### src/rtl/lsu_pkg.sv
// Shared encodings for the load/store bridge: FSM states, access sizes,
// byte-enable seeds and the default bus timeout.
package lsu_pkg;

    typedef enum logic [1:0] {
        ST_IDLE,
        ST_BUS,
        ST_RESP
    } lsu_state_e;

    typedef enum logic [1:0] {
        SZ_BYTE,
        SZ_HALF,
        SZ_WORD
    } lsu_size_e;

    localparam logic [3:0] BE_BYTE = 4'b0001;
    localparam logic [3:0] BE_HALF = 4'b0011;
    localparam logic [3:0] BE_WORD = 4'b1111;

    localparam int TIMEOUT_DEFAULT = 255;

endpackage

### src/rtl/lsu_lane_align.sv
// Combinational lane steering: byte enables and replicated store data on the
// way out, lane extraction plus sign/zero extension on the way back.
module lsu_lane_align
    import lsu_pkg::*;
#(
    parameter int WIDTH = 32
) (
    input  lsu_size_e         size,
    input  logic [1:0]        offset,
    input  logic              load_unsigned,
    input  logic [WIDTH-1:0]  wdata,
    input  logic [WIDTH-1:0]  rdata,
    output logic [3:0]        be,
    output logic [WIDTH-1:0]  wdata_rep,
    output logic [WIDTH-1:0]  load_data
);

    logic [WIDTH-1:0] lane;

    always_comb begin
        lane      = rdata >> {offset, 3'b000};
        be        = BE_WORD;
        wdata_rep = wdata;
        load_data = rdata;
        case (size)
            SZ_BYTE: begin
                be        = BE_BYTE << offset;
                wdata_rep = {4{wdata[7:0]}};
                load_data = {{(WIDTH-8){~load_unsigned & lane[7]}}, lane[7:0]};
            end
            SZ_HALF: begin
                // Halfwords only ever sit in lane 0 or lane 2
                be        = BE_HALF << {offset[1], 1'b0};
                wdata_rep = {2{wdata[15:0]}};
                load_data = {{(WIDTH-16){~load_unsigned & lane[15]}}, lane[15:0]};
            end
            default: begin
                be        = BE_WORD;
                wdata_rep = wdata;
                load_data = rdata;
            end
        endcase
    end

endmodule

### src/rtl/lsu_mem_bridge.sv
// Load/store bridge: one core memory op -> one word-aligned bus transfer.
// Define LSU_TIMEOUT_EN to abort a transfer whose ack never arrives.
module lsu_mem_bridge
    import lsu_pkg::*;
#(
    parameter int WIDTH   = 32,
    parameter int TIMEOUT = TIMEOUT_DEFAULT
) (
    input  logic              clk,
    input  logic              reset,
    input  logic              mem_read,
    input  logic              mem_write,
    input  logic              is_byte,
    input  logic              is_half,
    input  logic              is_word,
    input  logic              load_unsigned,
    input  logic [WIDTH-1:0]  addr,
    input  logic [WIDTH-1:0]  wdata,
    output logic [WIDTH-1:0]  rdata,
    output logic              lsu_busy,
    output logic              lsu_done,
    output logic              lsu_err,
    output logic              bus_req,
    output logic              bus_we,
    output logic [WIDTH-1:0]  bus_addr,
    output logic [3:0]        bus_be,
    output logic [WIDTH-1:0]  bus_wdata,
    input  logic              bus_ack,
    input  logic [WIDTH-1:0]  bus_rdata
);

    lsu_state_e       state, state_nxt;
    lsu_size_e        size_dec, size_q;
    logic [WIDTH-1:0] addr_q, wdata_q;
    logic             uns_q, we_q, err_q;
    logic             accept, req_err, timeout_hit;
    logic [3:0]       be;
    logic [WIDTH-1:0] wdata_rep, load_data;

    assign accept = (state == ST_IDLE) && (mem_read || mem_write);

    // Byte wins over half, half over word; no flag at all is a fault
    always_comb begin
        size_dec = SZ_WORD;
        req_err  = 1'b0;
        if (is_byte) begin
            size_dec = SZ_BYTE;
        end else if (is_half) begin
            size_dec = SZ_HALF;
            req_err  = addr[0];
        end else if (is_word) begin
            req_err  = |addr[1:0];
        end else begin
            req_err  = 1'b1;
        end
        if (mem_read && mem_write) req_err = 1'b1;
    end

`ifdef LSU_TIMEOUT_EN
    localparam int CW = (TIMEOUT > 1) ? $clog2(TIMEOUT + 1) : 1;
    logic [CW-1:0] wait_cnt;

    always_ff @(posedge clk or negedge reset) begin
        if (!reset)                             wait_cnt <= '0;
        else if (accept)                        wait_cnt <= '0;
        else if (state == ST_BUS && !bus_ack)   wait_cnt <= wait_cnt + 1'b1;
    end

    assign timeout_hit = (state == ST_BUS) && !bus_ack && (wait_cnt == CW'(TIMEOUT - 1));
`else
    logic unused_timeout;
    assign unused_timeout = (TIMEOUT == 0);
    assign timeout_hit    = 1'b0;
`endif

    always_ff @(posedge clk or negedge reset) begin
        if (!reset) state <= ST_IDLE;
        else        state <= state_nxt;
    end

    always_comb begin
        state_nxt = state;
        case (state)
            ST_IDLE: if (accept) state_nxt = req_err ? ST_RESP : ST_BUS;
            ST_BUS:  if (bus_ack || timeout_hit) state_nxt = ST_RESP;
            ST_RESP: state_nxt = ST_IDLE;
            default: state_nxt = ST_IDLE;
        endcase
    end

    always_ff @(posedge clk or negedge reset) begin
        if (!reset) begin
            addr_q  <= '0;
            wdata_q <= '0;
            size_q  <= SZ_BYTE;
            uns_q   <= 1'b0;
            we_q    <= 1'b0;
            err_q   <= 1'b0;
            rdata   <= '0;
        end else if (accept) begin
            addr_q  <= addr;
            wdata_q <= wdata;
            size_q  <= size_dec;
            uns_q   <= load_unsigned;
            we_q    <= mem_write;
            err_q   <= req_err;
        end else if (state == ST_BUS) begin
            if (bus_ack) begin
                if (!we_q) rdata <= load_data;
            end else if (timeout_hit) begin
                err_q <= 1'b1;
            end
        end
    end

    lsu_lane_align #(.WIDTH(WIDTH)) u_align (
        .size          (size_q),
        .offset        (addr_q[1:0]),
        .load_unsigned (uns_q),
        .wdata         (wdata_q),
        .rdata         (bus_rdata),
        .be            (be),
        .wdata_rep     (wdata_rep),
        .load_data     (load_data)
    );

    // Bus fields are gated so the idle bus is quiet and reset drives all zeros
    assign bus_req   = (state == ST_BUS);
    assign bus_we    = bus_req & we_q;
    assign bus_addr  = bus_req ? {addr_q[WIDTH-1:2], 2'b00} : '0;
    assign bus_be    = bus_req ? be : 4'b0000;
    assign bus_wdata = bus_req ? wdata_rep : '0;

    assign lsu_busy  = (state == ST_BUS) || (state == ST_RESP);
    assign lsu_done  = (state == ST_RESP);
    assign lsu_err   = (state == ST_RESP) && err_q;

endmodule

### config.mk
export PLATFORM = sky130hd
export DESIGN_NAME = lsu_mem_bridge
export DESIGN_NICKNAME = d
export VERILOG_FILES = /design/src/rtl/lsu_pkg.sv /design/src/rtl/lsu_lane_align.sv /design/src/rtl/lsu_mem_bridge.sv
export SDC_FILE = /design/constraint.sdc
export NUM_CORES = 1
export LEC_CHECK = 0
export ABC_AREA = 1
export CAP_MARGIN = 20
export CORE_MARGIN = 8
export CORE_UTILIZATION = 50
export CTS_CLUSTER_SIZE = 28
export DETAILED_ROUTE_END_ITERATION = 6
export HOLD_SLACK_MARGIN = 0.08
export PLACE_DENSITY = 0.91
export RECOVER_POWER = 100
export SYNTH_ARGS = -nofsm -noshare
export SYNTH_HDL_FRONTEND = slang
export SYNTH_HIERARCHICAL = 1
export SYNTH_SLANG_ARGS = --single-unit
### constraint.sdc
create_clock -name clk -period 3.18 [get_ports clk]
set_clock_uncertainty 0.05 [all_clocks]
set_input_delay 0.318 -clock clk [delete_from_list [all_inputs] [get_ports clk]]
set_output_delay 0.318 -clock clk [all_outputs]
set_load 0.005 [all_outputs]
==> reports/summary.txt <==
Hold depth = 2
Total placed instance area = 7995 um2
Initial core utilization = 50.78%
CP Buf/Inv Count = 3
Number of violations of the max-capacitance limit = 0
Portion of total power attributed to sequential cells = 34.8%
FF-to-FF End = state[0]$_DFFE_PN0P_
Internal power contribution = 3.898 mW
Clock share of power = 16.0%
Startpoint of the lowest-slack register-to-register path = state[0]$_DFFE_PN0P_
Power density over the cells = 843.3 nW/um2
Source-to-sink clock delay at the later pin of the worst-skew pair = 340 ps
Number of hold-repair buffers added at the cts stage = 1
Maximum operating frequency = 364.6 MHz
CTS clock-pin slew for the worst setup and hold paths = 70 ps
Critical-path maximum fanout = 27
Number of buffers created by CTS = 9
Number of gates given a new drive strength after cts = 0
Count of unresolved DRC violations after routing = 0
Power dissipated by switching net loads = 2.985 mW
I/O Pins = 210
Deepest level of the CTS H-tree = 3
Final TNS setup = 0 ps
Drt first pass iters = 5
Initial antenna violation count = 0
RSZ-0062 raised after global routing = false
Routed WL = 18.43 mm
Deepest clock path buffer count = 2
Number of sinks on the clock net = 103
Gate family responsible for the most delay along the worst path = buffers and inverters
Number of diodes added for antenna fixing = 0
Class of the most critical setup path = flop to output port
Main flop type after synthesis = sky130_fd_sc_hd__dfrtp_1
Detailed-route wire length per cell = 15.34 um
Root Driver = sky130_fd_sc_hd__clkbuf_16
Pin count of the biggest net entering global routing = 72
HPWL after detailed placement = 13.81 mm
Nature of the critical path endpoint = output port
Port Buffers = 207
Hold Worst Slack = 429.9 ps
Final hold violations = 0
Ratio of cells with drive above 1 in the final layout = 3.985%
Worst slew pin tran = 1450 ps
Worst Hold Endpoint = rdata[18]$_DFFE_PN0P_
Post-synthesis adder-cell area fraction = 0.6206%
Global route overflow = 0
Area of the multi-input gates = 2495 um2
Final period util = 86.25%
Flip-flop and latch count after synthesis = 103
Global-route wire length before repair = 30.22 mm
Per-cell via count in the routed design = 4.937
Static power due to leakage = 4.844 nW
Hold Crit Class = flop to flop
Final count of negative-setup-slack endpoints = 0
Fill cell count = 1,003
Global-route usage over all layers = 23.43%
CP cell instances = buf_4 -> a21oi_1 -> nand2_1 -> nand2_1 -> inv_1 -> dlygate4sd3_1
Final instance area = 8162 um2
Post-layout minimum cycle time = 2743 ps
Share of total power consumed by net switching = 43.36%
Startpoint of the tightest hold check path = rdata[18]$_DFFE_PN0P_
Gate count after technology mapping = 872
Combinational cell fraction of total power = 49.1%
Number of standard-cell rows in the floorplan = 40
Initial DRC Count = 440
Total Die Area = 15,870 um2
Placeable Area = 11,910 um2
YS warnings = 6
Data arrival at the endpoint of the critical path = 2370 ps
Share of the synthesized area in compound gates (AO/OA/AOI/OAI) = 5.772%
Headroom to the max-slew limit = 3.320%
Cell with the largest stage delay on the worst path = sky130_fd_sc_hd__dfrtp_2
Count of vias placed by the detailed router = 5,929
Element type at the critical path start = flop
Nets = 1,157
Maximum ir drop on the vdd rail = 0.4142 mV
Clock tree from TritonCTS = done
Required @ worst endpoint = 2810 ps
Vertical die dimension = 126.0 um
Count of placed standard cells including taps = 1,184
Final Wtd Congestion = 0.9025
Die X-Extent = 126.0 um
Multiplexer share of the synthesized area = 0%
Cell type with the highest occurrence count on the critical path = sky130_fd_sc_hd__nand2_1
Number of unique standard cell types used by synthesis = 27
Fraction of the mapped netlist area in simple logic gates = 36.66%
Sequential-to-total area share from yosys stat = 42.61%
Combinational family with the most area after synthesis = simple AND/OR/NAND/NOR gates
Run status = finished, final reports clean
Cell area after technology mapping = 6048 um2
Count of buffers added by post-CTS timing repair for setup = 0
Via count of the first global-routing pass = 5,919
R2r worst-path depth = 7
Filler-free cell count of the finished design = 1,201
Syn_area_per_cell = 6.936 um2
R2R Setup Slk = 530 ps
Number of pins with negative max-slew slack in the final report = 0
Area used by sequential logic in the layout = 2579 um2
Xor and xnor area share after synthesis = 0%
Number of nets still failing antenna checks after routing = 0
Asr flop ratio synth = 100.0%
Count of flip-flops with a built-in enable after synthesis = 0
Area added between synthesis and finish = 34.94%
Max stage delay on crit path = 690 ps
[cell usage after synthesis (2+ instances only)]
master / instances / area share, %
sky130_fd_sc_hd__ha_1: 3 / 0.62
sky130_fd_sc_hd__a21oi_1: 4 / 0.33
sky130_fd_sc_hd__nor2_4: 2 / 0.37
sky130_fd_sc_hd__clkbuf_1: 9 / 0.56
sky130_fd_sc_hd__nand2_1: 481 / 30
sky130_fd_sc_hd__nor2_2: 2 / 0.21
sky130_fd_sc_hd__nor2_1: 10 / 0.62
sky130_fd_sc_hd__o21ai_2: 32 / 4.6
sky130_fd_sc_hd__o21ai_0: 5 / 0.41
sky130_fd_sc_hd__inv_2: 4 / 0.25
sky130_fd_sc_hd__inv_1: 113 / 7.0
sky130_fd_sc_hd__buf_4: 22 / 2.7
sky130_fd_sc_hd__dfrtp_1: 103 / 43
sky130_fd_sc_hd__nor2_8: 2 / 0.66
sky130_fd_sc_hd__buf_6: 17 / 3.2
sky130_fd_sc_hd__nand3_1: 49 / 4.1
sky130_fd_sc_hd__buf_2: 4 / 0.33
[per-layer routing]
layer	part of all wire, %	global-route usage (%)	vias to the layer above
met4	2.2	7.997	0
met2	46	37.12	277
li1	-	-	2920
met1	40	27.33	2700
met3	12	11.10	32
met5	0	0	-
[cells by family (layout without fill, tap and decap cells)]
group,Yosys count,in the layout
AO/OA/AOI/OAI,43,43
adder cells (fa/ha/maj),3,3
buffers and inverters,172,353
flip-flops,103,103
other,1,2
AND/OR/NAND/NOR,550,550
[metrics by stage]
step	worst slack (ps)	power [mW]	utilization, %
3_3_place_gp	864.1	5.965	67.12
3_5_place_dp	854.8	6.080	67.12
4_1_cts	470.4	7.213	69.66
6_report	437.4	6.882	68.52
2_1_floorplan	1580	4.823	-
5_1_grt	243.5	7.498	68.52
[flip-flops by register name, indices dropped and copies added (netlist names)]
name     count
size_q       2
uns_q        1
wdata_q     32
err_q        1
rdata       32
addr_q      32
state        2
we_q         1
[worst max-delay path by stage]
stage                           from                    to  slack (ps)  cells past startpoint
3_5_place_dp   size_q[1]$_DFFE_PN0P_             bus_be[2]         850                      6
4_1_cts        size_q[1]$_DFFE_PN0P_             bus_be[2]         470                      6
3_3_place_gp   size_q[1]$_DFFE_PN0P_             bus_be[3]         860                      6
5_1_grt                    mem_write  state[0]$_DFFE_PN0P_         240                      6
6_report       size_q[1]$_DFFE_PN0P_             bus_be[2]         440                      6
2_1_floorplan   state[1]$_DFFE_PN0P_         bus_wdata[11]        1580                      7
[cell type report]
| type | count | share of cell area [%] |
|---|---|---|
| sequential | 103 | 31.60 |
| multi-input combinational | 598 | 30.57 |
| timing repair buffer | 218 | 26.49 |
| inverter | 119 | 5.504 |
| clock buffer | 12 | 2.897 |
| tap | 147 | 2.254 |
| clock inverter | 4 | 0.6899 |
[cells in the final DEF (no fill, tap or decap)]
| cell type | count |
|---|---|
| sky130_fd_sc_hd__dlygate4sd3_1 | 101 |
| sky130_fd_sc_hd__bufinv_16 | 1 |
| sky130_fd_sc_hd__buf_12 | 2 |
| sky130_fd_sc_hd__clkinv_1 | 1 |
| sky130_fd_sc_hd__clkdlybuf4s50_1 | 106 |
| sky130_fd_sc_hd__a21oi_1 | 4 |
| sky130_fd_sc_hd__nand3_1 | 49 |
| sky130_fd_sc_hd__o31ai_1 | 1 |
| sky130_fd_sc_hd__nand3_4 | 1 |
| sky130_fd_sc_hd__inv_2 | 4 |
| sky130_fd_sc_hd__nand3b_4 | 1 |
| sky130_fd_sc_hd__o21ai_2 | 4 |
| sky130_fd_sc_hd__nor2_2 | 2 |
| sky130_fd_sc_hd__nand2_1 | 481 |
| sky130_fd_sc_hd__nand3_2 | 1 |
| sky130_fd_sc_hd__conb_1 | 2 |
| sky130_fd_sc_hd__nor2_8 | 2 |
| sky130_fd_sc_hd__ha_1 | 3 |
| sky130_fd_sc_hd__nor2_4 | 2 |
| sky130_fd_sc_hd__nor2_1 | 10 |
| sky130_fd_sc_hd__clkinv_4 | 3 |
| sky130_fd_sc_hd__nand2_2 | 1 |
| sky130_fd_sc_hd__dfrtp_2 | 1 |
| sky130_fd_sc_hd__clkbuf_2 | 4 |
| sky130_fd_sc_hd__inv_4 | 1 |
| sky130_fd_sc_hd__buf_4 | 3 |
| sky130_fd_sc_hd__clkbuf_1 | 5 |
| sky130_fd_sc_hd__o21ai_0 | 34 |
| sky130_fd_sc_hd__inv_1 | 113 |
| sky130_fd_sc_hd__dfrtp_1 | 102 |
| sky130_fd_sc_hd__clkbuf_16 | 9 |
[worst register-to-register path, cell delays in order (launching register included)]
cell and delay, ps:
sky130_fd_sc_hd__dfrtp_1 380, sky130_fd_sc_hd__inv_1 70, sky130_fd_sc_hd__ha_1 220, sky130_fd_sc_hd__o21ai_0 280, sky130_fd_sc_hd__clkbuf_2 1150, sky130_fd_sc_hd__nor2_1 220
sky130_fd_sc_hd__nand2_1 120, sky130_fd_sc_hd__nand2_1 50
[power by group through the flow]
| stage | registers, mW | logic [mW] | clock network [mW] |
|---|---|---|---|
| detailed placement | 2.40 | 3.68 | 0 |
| floorplan | 2.21 | 2.61 | 0 |
| CTS | 2.40 | 3.69 | 1.12 |
| finish | 2.40 | 3.38 | 1.10 |
| global placement | 2.39 | 3.57 | 0 |
| global route | 2.48 | 3.85 | 1.17 |
(Power assumes the default switching activity.)
